## config.mk

```make
export PLATFORM = sky130hd
export DESIGN_NAME = missile_ctrl
export DESIGN_NICKNAME = d
export VERILOG_FILES = /design/src/rtl/missile_ctrl.sv
export SDC_FILE = /design/constraint.sdc
export NUM_CORES = 1
export LEC_CHECK = 0
export BUFFER_PORTS_ARGS = -buffer_cell sky130_fd_sc_hd__buf_2
export CAP_MARGIN = 10
export CORE_MARGIN = 2
export CORE_UTILIZATION = 56
export CTS_BUF_LIST = sky130_fd_sc_hd__clkbuf_4
export CTS_CLUSTER_SIZE = 24
export DETAILED_ROUTE_END_ITERATION = 7
export PLACE_DENSITY = 0.93
export REMOVE_ABC_BUFFERS = 1
export SYNTH_ARGS = -nofsm -noshare
export SYNTH_HDL_FRONTEND = slang
export SYNTH_SLANG_ARGS = --single-unit
```

## constraint.sdc

```tcl
create_clock -name clk_25Hz -period 3.2 [get_ports clk_25Hz]
set_input_delay 0.32 -clock clk_25Hz [delete_from_list [all_inputs] [get_ports clk_25Hz]]
set_output_delay 0.32 -clock clk_25Hz [all_outputs]
set_load 0.03 [all_outputs]
```

## src/rtl/missile_ctrl.sv

```systemverilog
// Missile launch/flight/cooldown controller clocked by clk_25Hz.
// Optional MISSILE_AUTOFIRE_EN: holding fire re-launches after every cooldown.
module missile_ctrl #(
  parameter int SPEED    = 4,
  parameter int CD_TICKS = 16,
  parameter int X_MAX    = 584
) (
  input  logic       clk_25Hz,
  input  logic       rst,
  input  logic       move_tick,
  input  logic       fire,
  input  logic [9:0] r_x,
  input  logic [9:0] r_y,
  input  logic [3:0] Event,
  output logic [9:0] m_x,
  output logic [9:0] m_y,
  output logic       m_valid,
  output logic [7:0] hit_cnt
);

  typedef enum logic [1:0] {
    IDLE = 2'd0,
    FLY  = 2'd1,
    COOL = 2'd2
  } state_t;

  localparam int          CD_W    = (CD_TICKS < 1) ? 1 : $clog2(CD_TICKS + 1);
  localparam logic [10:0] X_MAX_W = 11'(X_MAX);
  localparam logic [10:0] SPEED_W = 11'(SPEED);
  localparam logic [CD_W-1:0] CD_LOAD = CD_W'(CD_TICKS);
  localparam logic [CD_W-1:0] CD_ONE  = CD_W'(1);

  state_t          state_r;
  logic [CD_W-1:0] cd_cnt_r;
  logic            fire_d;
  logic            armed_r;

  logic [10:0] launch_x_s;
  logic [10:0] fly_x_s;
  logic        hit_s;
  logic        launch_req_s;

  assign launch_x_s = {1'b0, r_x} + 11'd40;
  assign fly_x_s    = {1'b0, m_x} + SPEED_W;
  assign hit_s      = |Event[3:1];

  // armed_r blocks a launch until fire has been seen low once since reset
`ifdef MISSILE_AUTOFIRE_EN
  assign launch_req_s = fire & armed_r;
`else
  assign launch_req_s = fire & ~fire_d & armed_r;
`endif

  // Missile FSM with registered position, valid flag, cooldown and hit counter
  always_ff @(posedge clk_25Hz or negedge rst) begin
    if (!rst) begin
      state_r  <= IDLE;
      m_x      <= 10'd0;
      m_y      <= 10'd0;
      m_valid  <= 1'b0;
      hit_cnt  <= 8'd0;
      fire_d   <= 1'b0;
      armed_r  <= 1'b0;
      cd_cnt_r <= '0;
    end else begin
      fire_d  <= fire;
      armed_r <= armed_r | ~fire;
      case (state_r)
        IDLE: begin
          if (Event[0]) begin
            m_valid  <= 1'b0;
            cd_cnt_r <= '0;
          end else if (launch_req_s && (launch_x_s <= X_MAX_W)) begin
            state_r <= FLY;
            m_x     <= launch_x_s[9:0];
            m_y     <= r_y + 10'd9;
            m_valid <= 1'b1;
          end else begin
            m_valid <= 1'b0;
          end
        end
        FLY: begin
          if (hit_s) begin
            // A hit wins over motion; a simultaneous robot death still counts it
            hit_cnt <= (hit_cnt == 8'd255) ? 8'd255 : hit_cnt + 8'd1;
            m_valid <= 1'b0;
            if (Event[0]) begin
              state_r  <= IDLE;
              cd_cnt_r <= '0;
            end else begin
              state_r  <= COOL;
              cd_cnt_r <= CD_LOAD;
            end
          end else if (Event[0]) begin
            state_r  <= IDLE;
            m_valid  <= 1'b0;
            cd_cnt_r <= '0;
          end else if (move_tick) begin
            if (fly_x_s <= X_MAX_W) begin
              m_x <= fly_x_s[9:0];
            end else begin
              state_r  <= COOL;
              m_valid  <= 1'b0;
              cd_cnt_r <= CD_LOAD;
            end
          end else begin
            m_valid <= 1'b1;
          end
        end
        COOL: begin
          m_valid <= 1'b0;
          if (Event[0]) begin
            state_r  <= IDLE;
            cd_cnt_r <= '0;
          end else if (move_tick) begin
            if (cd_cnt_r <= CD_ONE) begin
              state_r  <= IDLE;
              cd_cnt_r <= '0;
            end else begin
              cd_cnt_r <= cd_cnt_r - CD_ONE;
            end
          end else begin
            cd_cnt_r <= cd_cnt_r;
          end
        end
        default: begin
          state_r  <= IDLE;
          m_valid  <= 1'b0;
          cd_cnt_r <= '0;
        end
      endcase
    end
  end

endmodule

```

After elaboration in Yosys (flattened, before gate mapping)
Index checks and enable logic that the tools add are counted. W data, S select, Z words.

Add/sub/neg operators: 5. Order comparisons: 3. Eq/ne operators: 15. Mux-type cells: 36. Bitwise logic cells: 6. Reduce and logical (&&, ||, !) cells: 9.

Operator list (count): $mux W10 (6); $mux W5 (9); $le A11 B10 Y1 const B (2); $mux W2 (10); $pmux W10 S2 (1); $pmux W5 S3 (1); $ne A2 B2 Y1 const B (7); $add A10 B3 Y11 const B (1); $add A10 B6 Y11 const B (1); $add A10 B4 Y10 const B (1); $add A8 B1 Y8 const B (1); $eq A8 B8 Y1 const B (1); $mux W8 (1); $ne A4 B4 Y1 const B (2); $reduce_and A7 Y1 (1); $mux W1 (6); $ne A3 B3 Y1 const B (2); $pmux W2 S3 (1); $reduce_and A6 Y1 (1); $le A5 B1 Y1 const B (1); $ne A5 B5 Y1 const B (1); $sub A5 B1 Y5 const B (1); $reduce_and A4 Y1 (1); $not A1 Y1 (3); other kinds (11) (12).

Register bits after elaboration: 38. Bits of input ports: 28. Logic and storage cells: 82.

Logic depth before layout (Yosys ltp)
Word-level depth: 7. Depth in mapped cells: 10. Mapped depth without buffers: 9.

Worst setup path after synthesis
Ideal clock, no wire load.

Kind: register -> register. Start: reg m_x[2]. End: reg m_x[7]. Setup time: 0.111 ns. Arrival: 2.310 ns. Required time: 3.089 ns. Slack: 0.779 ns. Stages on the path, launching flop included: 9. Buffers on the path: 1. Period minus slack after synthesis: 2.421 ns. Cells stage by stage: dfrtp_1 > ha_1 > nor3b_2 > o21ai_0 > a211oi_1 > o2111ai_1 > a22o_1 > buf_6 > a222oi_1.

Longest elaborated chain between the ends: 6. Elaborated cells on any way between the ends: 9. Those cells by class: 1 x add/sub; 1 x order compare; 1 x eq/ne; 5 x mux; 1 x reduce/logical.

Ends and longest elaborated chain: from (decl) (RTL line 15) `output logic [9:0] m_x,`; from (signal assigned) (RTL line 75) `m_x <= launch_x_s[9:0];`; from (signal assigned) (RTL line 100) `m_x <= fly_x_s[9:0];`; $add A10 B3 Y11 (*) (RTL line 44) `assign fly_x_s = {1'b0, m_x} + SPEED_W;`; parallel branches: the longest is 5 deep, another holds $le A11 B10 Y1.

Mark *: on every way between the ends. The select of a mux whose other input is x is not followed. A chain may end at the register's enable or synchronous reset.

Final worst setup path
Ends and elaborated chain as after synthesis.

==> results <==
- The run finished with clean final reports.
- The uppermost layer routed is met4.
- The mean number of vias per cell is 5.95.
- TritonCTS built the clock tree.
- After routing, the total negative slack on setup checks comes to 0 ns.
- The final net count is 358.
- The path class of the tightest hold or removal check is in2async.
- The detailed router's first-iteration violation count is 158.
- The relative contribution of sequential cells to total power is 0.365.
- The total chip power is 2.37 mW.
- Data on the critical path arrives at its endpoint at 2.81 ns.
- The count of maximum capacitance violations is 0.
- The max-slew violation total from the final report came to 0.
- The most common flop cell mapped by yosys is sky130_fd_sc_hd__dfrtp_1.
- From bottom edge to top edge, the die measures 69.9 µm.
- The count of state elements after synthesis is 38.
- The number of global-route vias before repair came to 2029.
- The top-level port count is 57.
- Dividing total power by cell area gives a power density of 841 nW/µm².
- After floorplanning, the core was divided into 23 placement rows.
- Leaving out fill and tap cells, the most frequent cell in the layout is sky130_fd_sc_hd__buf_2.
- The final hold slack is 0.0558 ns.
- The layout has 319 filler cells.
- Routability-driven placement finished with a final weighted congestion of 0.920.
- The wire length per cell is 13.7 µm.
- The critical path endpoint is m_x[7].
- After clock tree synthesis, the clock-pin slew on the worst setup and hold paths is 0.12 ns.
- After clock tree synthesis, the flow added hold-fix buffers numbering 0.
- The synthesis-to-layout area growth is 15.6%.
- Once detail routing completed, the nets flagged for antenna violations numbered 0.
- After detailed placement, the design holds a cell count of 363.
- The fraction of layout instances using a drive strength above 1 is 0.252.
- OpenSTA, run right after detailed placement, puts the worst setup slack at 0.714 ns.
- The area of the die is 4890 µm².
- The deepest level of the CTS H-tree is 2.
- The launch instance of the worst register-to-register path is m_x[2].
- Setup repair after global routing left no endpoint under its margin.
- After detailed routing, the met3 layer carries 346 µm of wire.
- The final number of setup-violating endpoints is 0.
- The routed layout has 2207 vias.
- Summing all placed instances gives a cell area of 2760 µm².
- The leakage power of the design is 1.31 nW.
- For this run, the total global-route usage over all layers was measured as 0.220.
- The effective utilization at floorplan is 0.595.
- Summed over all layers, the global routing overflow is 0.
- The final cycle utilization of the critical path is 0.797.
- In this run the register-to-register setup slack is 0.65 ns.
- The overall routed net length is 5090 µm.
- The first TritonRoute pass finished after 5 iterations.
- The longest clock path from root to sink contains 2 buffers.
- The largest fanout on the critical path is 10.
- Of the total power, the share spent switching nets is 0.496.
- The clock arrives with 0.0155 ns of skew.
- After detailed routing, the number of remaining DRC violations is 0.
- The internal portion of the total power is 1.19 mW.
- The wire length of the first global-routing pass is 8740 µm.
- The fraction of registers with async set/reset is 1.00.
- The met2 routed wirelength is 2420 µm.
- For this run, the share of the core covered by cells in the final layout is 0.688.
- STA classifies the critical path startpoint as a flop.
- In this run, post-CTS repair resized a total of 0 instances.
- The worst reg2reg path depth is 7.
- The final design area excluding fillers is 2810 µm².
- After detailed routing, the wire length on met1 is 2220 µm.
- The mapped netlist covers 2430 µm².
- The number of antenna diodes is 0.
- The TritonCTS buffer count is 5.
- The analysis attributes to net switching a power of 1.17 mW.
- The number of standard cells after synthesis is 261.
- Each instance of the synthesized netlist takes up on average 9.32 µm².
- From left edge to right edge, the die measures 69.9 µm.
- Counting I/O delays and the setup requirement, the final critical path takes 2.55 ns.
- The number of I/O port buffers is 56.
- The number of antenna violations at the first check in global routing was 0.
- The share of the yosys chip area belonging to registers is 0.391.
- Of the total power, combinational logic draws 0.534.
- The tree is rooted in a sky130_fd_sc_hd__clkbuf_4.
- The capture point of the worst reg-to-reg path is m_x[7].
- The library cells used most frequently in the layout, excluding fill and tap cells, are sky130_fd_sc_hd__buf_2, sky130_fd_sc_hd__dfrtp_1, sky130_fd_sc_hd__nand2_1, sky130_fd_sc_hd__o21ai_0, sky130_fd_sc_hd__inv_1.
- The number of endpoints with negative hold slack in the final report came to 0.
- Once routing completed, OpenROAD measured the worst setup slack at 0.650 ns.
- The kind of critical path is reg2reg.
- The later pin in the worst-skew pair is clocked with a latency of 0.36 ns.
- The highest achievable clock rate is 392 MHz.
- Entering global routing, the biggest net connects 39 pins.
- The clock power share is 0.101.
- The critical path endpoint category is a flop.
- The relative max-transition margin is 0.436.
- The launch point of the critical path is m_x[2].
- The synthesized design contains 0 enable-type register cells.
- The worst-case vdd ir drop is 0.496 mV.
- The transition at the pin with the smallest max-transition slack is 0.846 ns.
- Summed over all nets, the half-perimeter wirelength after detailed placement is 3840 µm.
- For this design, the sink count on the clock tree is 38.
- The number of synthesis warnings is 0.
- The number of setup buffers added after CTS is 0.
- The count of cells in the finished layout, fillers not included, comes to 371.
- The core outline area is 4090 µm².
- STA puts the critical path data required time at 3.46 ns.
- Yosys mapped the design onto 55 distinct sky130hd cell types.
-- critical path, stage by stage, from the launching register on --
cell	delay, ns
sky130_fd_sc_hd__dfrtp_1	0.55
sky130_fd_sc_hd__ha_1	0.20
sky130_fd_sc_hd__nor3b_2	0.20
sky130_fd_sc_hd__o21ai_0	0.13
sky130_fd_sc_hd__a211oi_1	0.39
sky130_fd_sc_hd__o2111ai_1	0.22
sky130_fd_sc_hd__a22o_1	0.39
sky130_fd_sc_hd__a222oi_1	0.37
-- power groups by stage --
stage	Sequential, mW	Clock (mW)	Combinational [mW]
CTS	0.860	0.245	1.26
global route	0.890	0.262	1.38
finish	0.863	0.238	1.26
detailed placement	0.867	0	1.26
floorplan	1.14	0	0.615
global placement	0.859	0	1.23
-- layout make-up --
type,instances,area [µm²],share of cell area
Sequential cell,38,951,0.338
Clock inverter,3,11.3,0.00400
Timing Repair Buffer,58,295,0.105
Clock buffer,5,37.5,0.0133
Inverter,14,52.6,0.0187
Multi-Input combinational cell,203,1400,0.499
Tap cell,50,62.6,0.0222
-- layer usage --
layer | global-route usage | vias up
li1 | - | 1075
met1 | 0.281 | 1036
met2 | 0.359 | 85
met3 | 0.0534 | 11
met4 | 0.0876 | 0
met5 | 0 | -
-- cells by family (layout without fill, tap and decap cells) --
family	Yosys count	after routing	share of synthesized area
flip-flops	38	38	0.391
buffers and inverters	20	80	0.0350
adder cells (fa/ha/maj)	10	10	0.0514
AO/OA/AOI/OAI	75	75	0.213
XOR/XNOR	15	15	0.0540
AND/OR/NAND/NOR	90	90	0.195
multiplexers	13	13	0.0602
-- worst min-delay path by stage --
stage / startpoint / endpoint / slack (ns) / cells after the start
after global routing: fire / fire_d / 0.09 / 1
after global placement: armed_r / armed_r / 0.45 / 1
after detailed placement: armed_r / armed_r / 0.46 / 1
final: rst / m_x[8] / 0.06 / 1
after floorplan: rst / armed_r / 0.02 / 0
after CTS: rst / m_x[7] / 0.08 / 1
-- synthesized netlist by cell type (7+ instances only) --
cell type                 instances  area, µm²
sky130_fd_sc_hd__dfrtp_1         38        951
sky130_fd_sc_hd__mux2_2           8       90.1
sky130_fd_sc_hd__nor2_1          11       41.3
sky130_fd_sc_hd__a21oi_1         11       55.1
sky130_fd_sc_hd__xnor2_1          7       61.3
sky130_fd_sc_hd__nand3_1          8       40.0
sky130_fd_sc_hd__o21ai_0         20        100
sky130_fd_sc_hd__nor3_1          10       50.1
sky130_fd_sc_hd__nand2_1         33        124
sky130_fd_sc_hd__inv_1           14       52.6
sky130_fd_sc_hd__ha_1            10        125
sky130_fd_sc_hd__xor2_1           8       70.1
-- sequential cells by signal, summed over array words and instances, names as in the netlist --
name      count
hit_cnt       8
state_r       2
m_valid       1
cd_cnt_r      5
armed_r       1
m_y          10
m_x          10
fire_d        1
Power figures use the tool's default switching activity.
